**src/rtl/uart_tx.sv**
```systemverilog
// UART transmitter: FIFO-buffered bytes serialised as start/8 data (LSB first)/optional parity/stop bits.
// Latency: a byte pushed into an empty FIFO while idle drives the start bit from the next clock edge.
// Backpressure: tx_ready drops while the FIFO holds FIFO_DEPTH bytes; tx_valid is ignored while it is low.
//
// Ports:
//   clk        system clock, rising edge
//   rst_n      asynchronous active-low reset; forces tx high and flushes the FIFO
//   tx_data    byte to queue, sampled when tx_valid && tx_ready
//   tx_valid   tx_data is valid
//   tx_ready   FIFO has room (combinational from fifo_count)
//   tx         registered serial line, idle high
//   tx_busy    registered, high while a frame is on the line
//   fifo_count bytes currently queued
module uart_tx #(
   parameter int CLK_FREQ   = 50000000,
   parameter int BAUD_RATE  = 9600,
   parameter int PARITY_EN  = 0,
   parameter int PARITY_ODD = 0,
   parameter int STOP_BITS  = 1,
   parameter int FIFO_DEPTH = 4
) (
   input  logic                          clk,
   input  logic                          rst_n,
   input  logic [7:0]                    tx_data,
   input  logic                          tx_valid,
   output logic                          tx_ready,
   output logic                          tx,
   output logic                          tx_busy,
   output logic [$clog2(FIFO_DEPTH):0]   fifo_count
);

   localparam int BAUD_COUNT = CLK_FREQ / BAUD_RATE;
   localparam int CNT_W      = (BAUD_COUNT > 1) ? $clog2(BAUD_COUNT) : 1;
   localparam int AW         = $clog2(FIFO_DEPTH);
   localparam int CW         = AW + 1;

   localparam logic [CNT_W-1:0] BAUD_LAST = CNT_W'(BAUD_COUNT - 1);
   localparam logic [CW-1:0]    FIFO_FULL = CW'(FIFO_DEPTH);
   // Index of the final stop bit: 0 for one stop bit, 1 for two.
   localparam logic             STOP_LAST = (STOP_BITS == 2);

   typedef enum logic [2:0] {
      IDLE   = 3'd0,
      START  = 3'd1,
      DATA   = 3'd2,
      PARITY = 3'd3,
      STOP   = 3'd4
   } state_t;

   state_t state;
   state_t state_nxt;

   // FIFO storage and pointers; depth is a power of two so pointers wrap naturally.
   logic [7:0]    mem [FIFO_DEPTH];
   logic [AW-1:0] wr_ptr;
   logic [AW-1:0] rd_ptr;
   logic          push;
   logic          pop;

   // Frame datapath
   logic [CNT_W-1:0] baud_cnt;
   logic [2:0]       bit_idx;
   logic             stop_idx;
   logic [7:0]       shreg;
   logic [7:0]       shreg_nxt;
   logic             par;
   logic             par_nxt;
   logic             bit_done;
   logic             tx_nxt;
   logic             busy_nxt;

   // Full blocks the push even if a pop happens on the same edge.
   assign tx_ready = (fifo_count != FIFO_FULL);
   assign push     = tx_valid & tx_ready;
   assign bit_done = (baud_cnt == BAUD_LAST);

   // ------------------------------------------------------------------
   // Transmit FIFO
   // ------------------------------------------------------------------
   always_ff @(posedge clk) begin
      if (push) begin
         mem[wr_ptr] <= tx_data;
      end
   end

   always_ff @(posedge clk or negedge rst_n) begin
      if (!rst_n) begin
         wr_ptr     <= '0;
         rd_ptr     <= '0;
         fifo_count <= '0;
      end else begin
         if (push) begin
            wr_ptr <= wr_ptr + 1'b1;
         end
         if (pop) begin
            rd_ptr <= rd_ptr + 1'b1;
         end
         case ({push, pop})
            2'b10:   fifo_count <= fifo_count + 1'b1;
            2'b01:   fifo_count <= fifo_count - 1'b1;
            default: fifo_count <= fifo_count;
         endcase
      end
   end

   // ------------------------------------------------------------------
   // FSM: state register (tx and tx_busy register on the same edge)
   // ------------------------------------------------------------------
   always_ff @(posedge clk or negedge rst_n) begin
      if (!rst_n) begin
         state   <= IDLE;
         tx      <= 1'b1;
         tx_busy <= 1'b0;
      end else begin
         state   <= state_nxt;
         tx      <= tx_nxt;
         tx_busy <= busy_nxt;
      end
   end

   // ------------------------------------------------------------------
   // FSM: next state; the pop is tied to every entry into START
   // ------------------------------------------------------------------
   always_comb begin
      state_nxt = state;
      pop       = 1'b0;
      case (state)
         IDLE: begin
            if (fifo_count != '0) begin
               state_nxt = START;
               pop       = 1'b1;
            end
         end
         START: begin
            if (bit_done) begin
               state_nxt = DATA;
            end
         end
         DATA: begin
            if (bit_done && (bit_idx == 3'd7)) begin
               state_nxt = (PARITY_EN != 0) ? PARITY : STOP;
            end
         end
         PARITY: begin
            if (bit_done) begin
               state_nxt = STOP;
            end
         end
         STOP: begin
            if (bit_done && (stop_idx == STOP_LAST)) begin
               // Chain straight into the next frame when data is waiting.
               if (fifo_count != '0) begin
                  state_nxt = START;
                  pop       = 1'b1;
               end else begin
                  state_nxt = IDLE;
               end
            end
         end
         default: begin
            state_nxt = IDLE;
         end
      endcase
   end

   // ------------------------------------------------------------------
   // FSM: outputs. The line level is derived from the state being entered,
   // so it only moves when the state or the shift register moves, i.e. on
   // bit boundaries.
   // ------------------------------------------------------------------
   always_comb begin
      shreg_nxt = shreg;
      par_nxt   = par;
      tx_nxt    = 1'b1;
      busy_nxt  = (state_nxt != IDLE);
      if (pop) begin
         shreg_nxt = mem[rd_ptr];
         par_nxt   = (^mem[rd_ptr]) ^ (PARITY_ODD != 0);
      end else if ((state == DATA) && bit_done) begin
         shreg_nxt = {1'b0, shreg[7:1]};
      end
      case (state_nxt)
         START:   tx_nxt = 1'b0;
         DATA:    tx_nxt = shreg_nxt[0];
         PARITY:  tx_nxt = par_nxt;
         default: tx_nxt = 1'b1;
      endcase
   end

   // ------------------------------------------------------------------
   // Baud counter, data bit index, stop bit index, shift register
   // ------------------------------------------------------------------
   always_ff @(posedge clk or negedge rst_n) begin
      if (!rst_n) begin
         baud_cnt <= '0;
         bit_idx  <= '0;
         stop_idx <= 1'b0;
         shreg    <= '0;
         par      <= 1'b0;
      end else begin
         shreg <= shreg_nxt;
         par   <= par_nxt;

         // Restart the bit timer on every bit boundary and hold it in IDLE.
         if ((state == IDLE) || bit_done) begin
            baud_cnt <= '0;
         end else begin
            baud_cnt <= baud_cnt + 1'b1;
         end

         if (state == DATA) begin
            if (bit_done) begin
               bit_idx <= bit_idx + 3'd1;
            end
         end else begin
            bit_idx <= '0;
         end

         if (state == STOP) begin
            if (bit_done) begin
               stop_idx <= ~stop_idx;
            end
         end else begin
            stop_idx <= 1'b0;
         end
      end
   end

endmodule

```
**config.mk**
```make
export PLATFORM = sky130hd
export DESIGN_NAME = uart_tx
export DESIGN_NICKNAME = d
export VERILOG_FILES = /design/src/rtl/uart_tx.sv
export SDC_FILE = /design/constraint.sdc
export NUM_CORES = 1
export LEC_CHECK = 0
export ABC_AREA = 0
export BUFFER_PORTS_ARGS = -buffer_cell sky130_fd_sc_hd__buf_2
export CORE_UTILIZATION = 55
export CTS_CLUSTER_DIAMETER = 60
export CTS_CLUSTER_SIZE = 16
export DETAILED_ROUTE_END_ITERATION = 12
export GPL_TIMING_DRIVEN = 0
export PLACE_DENSITY = 0.73
export SYNTH_ARGS = -nofsm -noshare
export SYNTH_HDL_FRONTEND = slang
export SYNTH_SLANG_ARGS = --single-unit
```
**constraint.sdc**
```tcl
create_clock -name clk -period 5 [get_ports clk]
set_clock_uncertainty 0.05 [all_clocks]
set_input_delay 0.5 -clock clk [delete_from_list [all_inputs] [get_ports clk]]
set_output_delay 0.5 -clock clk [all_outputs]
set_load 0.01 [all_outputs]
```
==> results of run 1 <==
-- cell families (layout without fill, tap and decap cells) --
family / count (synthesis) / after routing / synth area share, %
AND/OR/NAND/NOR: 71 / 71 / 12.70
flip-flops: 70 / 70 / 60.87
AO/OA/AOI/OAI: 32 / 32 / 6.370
XOR/XNOR: 22 / 22 / 6.130
multiplexers: 15 / 15 / 7.962
buffers and inverters: 15 / 47 / 2.150
adder cells (fa/ha/maj): 9 / 9 / 3.822
-- worst min path at each step --
stage                     depth (start not counted)  slack, ns          end
after global routing                              1       0.27   bit_idx[0]
final                                             1       0.19   bit_idx[0]
after detailed placement                          1       0.42     shreg[5]
after global placement                            1       0.42  baud_cnt[0]
after CTS                                         1       0.22   bit_idx[0]
after floorplan                                   0       0.15  baud_cnt[0]
-- layer usage --
layer / track usage [%] / wire (um) / share of wire, %
met1: 25.57 / 2367 / 45
met2: 32.83 / 2587 / 50
met3: 4.588 / 147 / 2.8
met4: 11.89 / 121 / 2.3
met5: 0 / 0 / 0
-- power by group --
group          internal, W  total [W]  switching, W  leakage [nW]
Clock             0.000190   0.000432      0.000242        0.0927
Combinational     0.000280   0.000586      0.000307         0.547
Sequential        0.000752   0.000836     0.0000839         0.772
-- per-stage QoR --
step / hold WS (ns) / total power [W] / util (%)
3_3_place_gp: 0.4190 / 0.001417 / 60.17
6_report: 0.1892 / 0.001854 / 63.55
4_1_cts: 0.2222 / 0.001876 / 63.55
2_1_floorplan: 0.1544 / 0.001294 / -
5_1_grt: 0.2744 / 0.001971 / 63.55
3_5_place_dp: 0.4203 / 0.001440 / 60.17
-- registers in the layout (all words and copies together) (netlist names) --
signal / cells
baud_cnt: 13
bit_idx: 3
fifo_count: 3
mem: 32
par: 1
rd_ptr: 2
shreg: 8
state: 3
stop_idx: 1
tx: 1
tx_busy: 1
wr_ptr: 2
-- cell type report --
class | instances | area [um2] | share of cell area [%]
clock buffer | 9 | 123.9 | 3.540
multi-input combinational | 149 | 1162 | 33.21
tap | 72 | 90.09 | 2.574
timing repair buffer | 16 | 80.08 | 2.288
inverter | 7 | 26.28 | 0.7508
sequential | 70 | 1913 | 54.67
buffer | 8 | 41.29 | 1.180
clock inverter | 7 | 62.56 | 1.788
-- synth_stat cells (2+ instances only) --
| library cell | n | share of area, % |
|---|---|---|
| sky130_fd_sc_hd__xor2_1 | 11 | 3.1 |
| sky130_fd_sc_hd__xnor2_1 | 11 | 3.1 |
| sky130_fd_sc_hd__nor2_1 | 20 | 2.4 |
| sky130_fd_sc_hd__inv_1 | 7 | 0.84 |
| sky130_fd_sc_hd__o21ai_1 | 5 | 0.80 |
| sky130_fd_sc_hd__mux2i_1 | 7 | 2.2 |
| sky130_fd_sc_hd__dfrtp_1 | 37 | 29 |
| sky130_fd_sc_hd__mux4_2 | 8 | 5.7 |
| sky130_fd_sc_hd__clkbuf_1 | 4 | 0.48 |
| sky130_fd_sc_hd__and3_1 | 7 | 1.4 |
| sky130_fd_sc_hd__buf_2 | 3 | 0.48 |
| sky130_fd_sc_hd__a22o_1 | 2 | 0.56 |
| sky130_fd_sc_hd__nand4_1 | 3 | 0.60 |
| sky130_fd_sc_hd__a21o_1 | 2 | 0.48 |
| sky130_fd_sc_hd__or3_1 | 5 | 1.0 |
| sky130_fd_sc_hd__o21ai_0 | 10 | 1.6 |
| sky130_fd_sc_hd__edfxtp_1 | 32 | 31 |
| sky130_fd_sc_hd__a21oi_1 | 6 | 0.96 |
| sky130_fd_sc_hd__ha_1 | 8 | 3.2 |
| sky130_fd_sc_hd__a211oi_1 | 2 | 0.48 |
| sky130_fd_sc_hd__nand3_1 | 5 | 0.80 |
| sky130_fd_sc_hd__nand2_1 | 16 | 1.9 |
==> load_flow_metrics.sql, run 1 <==
INSERT INTO impl_metrics (metric_group, metric, value, unit) VALUES
('status', 'outcome', 'complete, no violations', ''),
('cells_and_area', 'flow.area_growth_from_synthesis', '11.35', '%'),
('timing', 'drv_slew', '0', ''),
('critical_path', 'r2r_setup_slack', '1.82', 'ns'),
('critical_path', 'path_class', 'flop to flop', ''),
('critical_path', 'critical_path.endpoint', 'fifo_count[2]', ''),
('detailed_routing', 'routed_via_density', '5.521', ''),
('yosys', 'yosys.cell_types.count', '45', ''),
('floorplanning', 'placementRows', '27', ''),
('critical_path', 'critical_path_depth', '10', ''),
('global_routing', 'grt_pass1_vias', '1878', ''),
('yosys', 'netlist_instances', '234', ''),
('yosys', 'yosysWarningCount', '0', ''),
('critical_path', 'reg2reg_from', 'baud_cnt[9]', ''),
('timing', 'grt_setup_unrepaired', 'false', ''),
('cells_and_area', 'fin_cells', '338', ''),
('place', 'finalWeightedCongestion', '0.7638', ''),
('place', 'dp.cells', '322', ''),
('critical_path', 'reg2regPathDepth', '10', ''),
('detailed_routing', 'drtAntennaViolNets', '0', ''),
('yosys', 'synth_edf_count', '32', ''),
('yosys', 'synthesis.area_per_instance', '13.43', 'um2'),
('global_routing', 'grt.overflow.total', '0', ''),
('global_routing', 'maximum_number_of_pins_on_one_net_before_global_route_repair', '39', ''),
('yosys', 'synthesis.area', '0.003143', 'mm2'),
('timing', 'post-route-period-util', '63.53', '%'),
('detailed_routing', 'postRouteWirelength', '5224', 'um'),
('global_routing', 'initial_antenna_violation_count', '0', ''),
('yosys', 'synth-async-reset-ratio', '54.29', '%'),
('cells_and_area', 'mostFrequentLayoutCell', 'sky130_fd_sc_hd__dfrtp_1', ''),
('detailed_routing', 'dr.first_iter.drc_count', '113', ''),
('critical_path', 'reg2reg_to', 'fifo_count[2]', ''),
('cells_and_area', 'layout.cells.most_common_list', 'sky130_fd_sc_hd__dfrtp_1, sky130_fd_sc_hd__edfxtp_1, sky130_fd_sc_hd__nor2_1, sky130_fd_sc_hd__buf_2, sky130_fd_sc_hd__nand2_1', ''),
('critical_path', 'worst-endpoint-required', '5.23', 'ns'),
('cells_and_area', 'final_layout_size_suffix_gt1_share', '19.17', '%'),
('min_path', 'hold_class', 'input pin to async pin', ''),
('critical_path', 'timing.critical_path.to_type', 'flop', ''),
('floorplanning', 'die_width', '77.60', 'um'),
('timing', 'timing.slew.headroom', '44.73', '%'),
('critical_path', 'worst-endpoint-arrival', '3.41', 'ns'),
('timing', 'worst_margin_pin_slew', '0.8291', 'ns'),
('critical_path', 'cp_top_family', 'simple AND/OR/NAND/NOR gates', ''),
('clocking', 'number_of_gates_resized_after_cts', '0', ''),
('floorplanning', 'die_area', '0.006021', 'mm2'),
('detailed_routing', 'drcViolationCount', '0', ''),
('cells_and_area', 'num_antenna_cells', '0', ''),
('critical_path', 'worst-path-buf-inv', '2', ''),
('clocking', 'clock_path_buffers', '2', ''),
('clocking', 'cts-hold-fix-buffers', '0', ''),
('critical_path', 'max_stage_delay', '0.60', 'ns'),
('cells_and_area', 'nNetsFinal', '281', ''),
('timing', 'achievable-frequency', '314.8', 'MHz'),
('timing', 'hold_fails_final_rpt', '0', ''),
('power', 'leakagePower', '1.412', 'nW'),
('global_routing', 'grt_util_all_layers', '20.46', '%'),
('detailed_routing', 'avgRoutedWirePerCell', '15.46', 'um'),
('floorplanning', 'fp.dieH', '77.60', 'um'),
('detailed_routing', 'num_vias', '1866', ''),
('power', 'power.density', '529.7', 'mW/mm2'),
('place', 'dp.final_hpwl', '3502', 'um'),
('place', 'placed_area', '0.003313', 'mm2'),
('clocking', 'cts_tree', 'done', ''),
('timing', 'setup_viol', '0', ''),
('critical_path', 'path_cells', 'or4b_4 -> o41ai_2 -> and3_1 -> buf_2 -> ha_1 -> inv_1 -> fa_1 -> xor2_1 -> nor2_1 -> xor2_1', ''),
('clocking', 'post-cts-setup-buffer-count', '0', ''),
('timing', 'timing.final.crit_period', '3.177', 'ns'),
('timing', 'layout_setup_ws', '1.823', 'ns'),
('place', 'dpl_worst_slack', '1.840', 'ns'),
('cells_and_area', 'final_area', '0.003500', 'mm2'),
('critical_path', 'cp_most_frequent_cell', 'sky130_fd_sc_hd__xor2_1', ''),
('floorplanning', 'count_of_boundary_i_o_pins', '17', '');
(Power assumes the default switching activity.)
==> run 2: changes to the inputs <==
--- a/config.mk
+++ b/config.mk
@@ -5,14 +5,14 @@
 export SDC_FILE = /design/constraint.sdc
 export NUM_CORES = 1
 export LEC_CHECK = 0
-export ABC_AREA = 0
+export ABC_AREA = 1
 export BUFFER_PORTS_ARGS = -buffer_cell sky130_fd_sc_hd__buf_2
 export CORE_UTILIZATION = 55
 export CTS_CLUSTER_DIAMETER = 60
 export CTS_CLUSTER_SIZE = 16
 export DETAILED_ROUTE_END_ITERATION = 12
 export GPL_TIMING_DRIVEN = 0
-export PLACE_DENSITY = 0.73
+export PLACE_DENSITY = 0.76
 export SYNTH_ARGS = -nofsm -noshare
 export SYNTH_HDL_FRONTEND = slang
 export SYNTH_SLANG_ARGS = --single-unit
==> constraint.sdc (replaced) <==
create_clock -name clk -period 2.61 [get_ports clk]
set_clock_uncertainty 0.05 [all_clocks]
set_input_delay 0.261 -clock clk [delete_from_list [all_inputs] [get_ports clk]]
set_output_delay 0.261 -clock clk [all_outputs]
set_load 0.01 [all_outputs]
==> load_flow_metrics.sql, run 2 <==
INSERT INTO impl_metrics (metric_group, metric, value, unit) VALUES
('critical_path', 'path_class', 'flop to flop', ''),
('critical_path', 'reg2regPathDepth', '13', ''),
('cells_and_area', 'flow.area_growth_from_synthesis', '13.94', '%'),
('timing', 'timing.final.crit_period', '2.473', 'ns'),
('detailed_routing', 'avgRoutedWirePerCell', '12.92', 'um'),
('power', 'power_frac_comb', '14.8', '%'),
('place', 'finalWeightedCongestion', '0.8723', ''),
('critical_path', 'timing.critical_path.to_type', 'flop', ''),
('cells_and_area', 'mostFrequentLayoutCell', 'sky130_fd_sc_hd__nand2_1', ''),
('power', 'clkPwrFrac', '38.7', '%'),
('power', 'total_switching_power', '0.0007522', 'W'),
('cells_and_area', 'finish.utilization', '65.86', '%'),
('floorplanning', 'fp.coreArea', '0.006026', 'mm2'),
('yosys', 'synth-seq-cells', '70', ''),
('floorplanning', 'fp.dieH', '81.58', 'um'),
('min_path', 'hold_class', 'input pin to flop', ''),
('critical_path', 'critPathMaxFanout', '4', ''),
('yosys', 'yosysWarningCount', '0', ''),
('cells_and_area', 'final_layout_size_suffix_gt1_share', '17.37', '%'),
('critical_path', 'r2r_setup_slack', '0.14', 'ns'),
('yosys', 'netlist_instances', '389', ''),
('global_routing', 'first_pass_grt_wire_length', '10870', 'um'),
('clocking', 'clock-sinks', '70', ''),
('floorplanning', 'die_width', '81.58', 'um'),
('clocking', 'cts_root_buffer', 'sky130_fd_sc_hd__clkbuf_8', ''),
('global_routing', 'initial_antenna_violation_count', '0', ''),
('clocking', 'tritoncts.num_buffers', '9', ''),
('timing', 'hold_fails_final_rpt', '0', ''),
('yosys', 'synth_edf_count', '32', ''),
('global_routing', 'maximum_number_of_pins_on_one_net_before_global_route_repair', '39', ''),
('timing', 'worst_margin_pin_slew', '0.8366', 'ns'),
('yosys', 'most_frequent_cell_after_synthesis', 'sky130_fd_sc_hd__nand2_1', ''),
('cells_and_area', 'nNetsFinal', '441', ''),
('yosys', 'synth-async-reset-ratio', '54.29', '%'),
('yosys', 'synthesis.area', '0.003483', 'mm2'),
('cells_and_area', 'regMostFlops', 'mem', ''),
('critical_path', 'reg2reg_from', 'baud_cnt[0]', ''),
('global_routing', 'grt_util_all_layers', '22.39', '%'),
('yosys', 'synth_top_area_share', '27.59', '%'),
('clocking', 'clock_path_buffers', '2', ''),
('cells_and_area', 'top_regs', 'mem (32), baud_cnt (13), shreg (8)', ''),
('power', 'sw_frac_of_total', '25.72', '%'),
('detailed_routing', 'dr.first_iter.drc_count', '146', ''),
('critical_path', 'cp_slowest_cell', 'sky130_fd_sc_hd__dfrtp_1', ''),
('yosys', 'seq_area_frac_synth', '54.92', '%'),
('floorplanning', 'count_of_boundary_i_o_pins', '17', ''),
('floorplanning', 'initial_utilization', '57.81', '%'),
('yosys', 'synth_top_area_cell', 'sky130_fd_sc_hd__edfxtp_1', ''),
('detailed_routing', 'drt_pass1_iterations', '4', ''),
('power', 'share_seq_of_total_power', '46.5', '%'),
('power', 'cellInternalPower', '0.002173', 'W'),
('critical_path', 'worst-endpoint-required', '2.79', 'ns'),
('yosys', 'cell_types_with_the_largest_area_share_after_synthesis', 'sky130_fd_sc_hd__edfxtp_1, sky130_fd_sc_hd__dfrtp_1, sky130_fd_sc_hd__nand2_1', ''),
('cells_and_area', 'largest_register_ffs', '32', ''),
('cells_and_area', 'final.fill_count', '512', ''),
('floorplanning', 'placementRows', '28', ''),
('min_path', 'hold_path_cells', '1', ''),
('critical_path', 'start_kind', 'flop', ''),
('detailed_routing', 'drcViolationCount', '0', ''),
('cells_and_area', 'num_antenna_cells', '0', ''),
('clocking', 'cts-htree-levels', '3', ''),
('cells_and_area', 'final_area', '0.003969', 'mm2'),
('clocking', 'clkSlewWorstSetupHoldPaths', '0.07', 'ns'),
('yosys', 'synth_top_cells_by_count', 'sky130_fd_sc_hd__nand2_1, sky130_fd_sc_hd__dfrtp_1, sky130_fd_sc_hd__inv_1', ''),
('critical_path', 'reg2reg_to', 'fifo_count[2]', ''),
('place', 'count_of_buffers_from_port_buffering', '16', ''),
('critical_path', 'worst-endpoint-arrival', '2.66', 'ns'),
('floorplanning', 'die_area', '0.006655', 'mm2'),
('timing', 'post-route-period-util', '94.74', '%'),
('yosys', 'synthesis.area_per_instance', '8.955', 'um2'),
('yosys', 'yosys.cell_types.count', '38', ''),
('critical_path', 'path_cells', 'ha_2 -> nand3_1 -> nor2_2 -> nand2_2 -> o21ai_4 -> nand2_4 -> inv_2 -> ha_1 -> inv_1 -> fa_1 -> a21oi_1 -> o21ai_1 -> xor2_1', ''),
('timing', 'timing.slew.headroom', '44.02', '%'),
('yosys', 'synth_fp_nets', '409', ''),
('cells_and_area', 'layout.cells.most_common_list', 'sky130_fd_sc_hd__nand2_1, sky130_fd_sc_hd__inv_1, sky130_fd_sc_hd__dfrtp_1, sky130_fd_sc_hd__nand3_1, sky130_fd_sc_hd__edfxtp_1', ''),
('yosys', 'synthFlopType', 'sky130_fd_sc_hd__dfrtp_1', ''),
('min_path', 'worst_hold_path.endpoint', 'mem[3][3]', ''),
('detailed_routing', 'routed_via_density', '5.255', ''),
('power', 'power.density', '737.1', 'mW/mm2'),
('critical_path', 'max_stage_delay', '0.38', 'ns'),
('power', 'total_power', '0.002925', 'W'),
('timing', 'achievable-frequency', '404.4', 'MHz'),
('timing', 'setup_viol', '0', ''),
('flow_run', 'maxCapViolCount', '0', ''),
('timing', 'final_setup_tns', '0', 'ns'),
('clocking', 'cts_tree', 'done', ''),
('power', 'leakagePower', '1.896', 'nW'),
('status', 'outcome', 'complete, no violations', ''),
('detailed_routing', 'drtAntennaViolNets', '0', ''),
('timing', 'drv_slew', '0', ''),
('global_routing', 'grt_pass1_vias', '2513', ''),
('power', 'ir_drop', '0.5243', 'mV'),
('min_path', 'holdCritStartpoint', 'tx_data[3]', ''),
('place', 'dp.final_hpwl', '4536', 'um'),
('clocking', 'clk-insertion-delay-late', '0.36', 'ns'),
('place', 'placed_area', '0.003657', 'mm2'),
('detailed_routing', 'num_vias', '2633', ''),
('timing', 'grt_setup_unrepaired', 'false', ''),
('detailed_routing', 'postRouteWirelength', '6474', 'um'),
('global_routing', 'grt.overflow.total', '0', '');
## run 2: changes by cell type in the layout (fill, tap and decap cells not counted), moves of 10 or more
cell / previous run / this run
sky130_fd_sc_hd__nor3_1: 1 / 11
sky130_fd_sc_hd__nand3_1: 5 / 34
sky130_fd_sc_hd__xnor2_1: 11 / 1
sky130_fd_sc_hd__nand2_1: 16 / 129
sky130_fd_sc_hd__inv_1: 7 / 37
## run 2: how the worst max path moves through the flow
stage / startpoint / end / slack (ns)
after global routing: baud_cnt[0] / fifo_count[2] / 0.0002
after detailed placement: baud_cnt[0] / fifo_count[2] / 0.08
after floorplan: baud_cnt[0] / fifo_count[2] / 0.36
after CTS: baud_cnt[0] / fifo_count[2] / 0.03
after global placement: baud_cnt[0] / fifo_count[2] / 0.15
final: baud_cnt[0] / fifo_count[2] / 0.14
## run 2: power groups by stage
| stage | Clock, W | Combinational (W) | Sequential (W) |
|---|---|---|---|
| 2_1_floorplan | 0 | 0.000289 | 0.00138 |
| 3_3_place_gp | 0 | 0.000412 | 0.00138 |
| 3_5_place_dp | 0 | 0.000434 | 0.00138 |
| 4_1_cts | 0.00114 | 0.000438 | 0.00136 |
| 5_1_grt | 0.00119 | 0.000507 | 0.00137 |
| 6_report | 0.00113 | 0.000433 | 0.00136 |
## run 2: kinds of logic after synthesis
family | synth area share [%]
XOR/XNOR | 1.006
buffers and inverters | 6.860
AO/OA/AOI/OAI | 5.352
AND/OR/NAND/NOR | 28.41
adder cells (fa/ha/maj) | 3.448
flip-flops | 54.92
## run 2: metal layers
metal | routed length [um] | track usage [%]
met1 | 2826 | 25.56
met2 | 3241 | 38.17
met3 | 265 | 7.444
met4 | 140 | 9.825
met5 | 0 | 0
## run 2: worst max-delay path, delay by kind of cell (launching register included)
kind | cells | cell delay [ns]
adder cells (fa/ha/maj) | 3 | 0.71
AO/OA/AOI/OAI | 3 | 0.47
flip-flops | 1 | 0.38
AND/OR/NAND/NOR | 4 | 0.44
buffers and inverters | 2 | 0.15
XOR/XNOR | 1 | 0.15
## run 2: final cells by class
class / instances / area [um2] / area share [%]
clock inverter: 7 / 136.4 / 3.436
timing repair buffer: 21 / 120.1 / 3.026
buffer: 7 / 56.30 / 1.419
tap: 75 / 93.84 / 2.364
multi-input combinational: 265 / 1341 / 33.80
sequential: 70 / 1914 / 48.23
inverter: 47 / 182.7 / 4.603
clock buffer: 9 / 123.9 / 3.121
## run 2: what timing repair did
action	4_1_cts	5_1_grt
buffers inserted	0	4
resized for setup	0	4
hold endpoints to repair	37	0
setup endpoints to repair	0	1
hold buffers	1	0
## run 2: stage by stage
step | hold slack, ns | instances | worst slack [ns]
after floorplan | -0.08459 | 389 | 0.3633
after global placement | 0.3556 | 480 | 0.1518
after detailed placement | 0.3693 | 480 | 0.07513
after CTS | 0.05999 | 497 | 0.02907
after global routing | 0.06067 | 501 | 0.0002318
final | 0.07035 | 501 | 0.1373
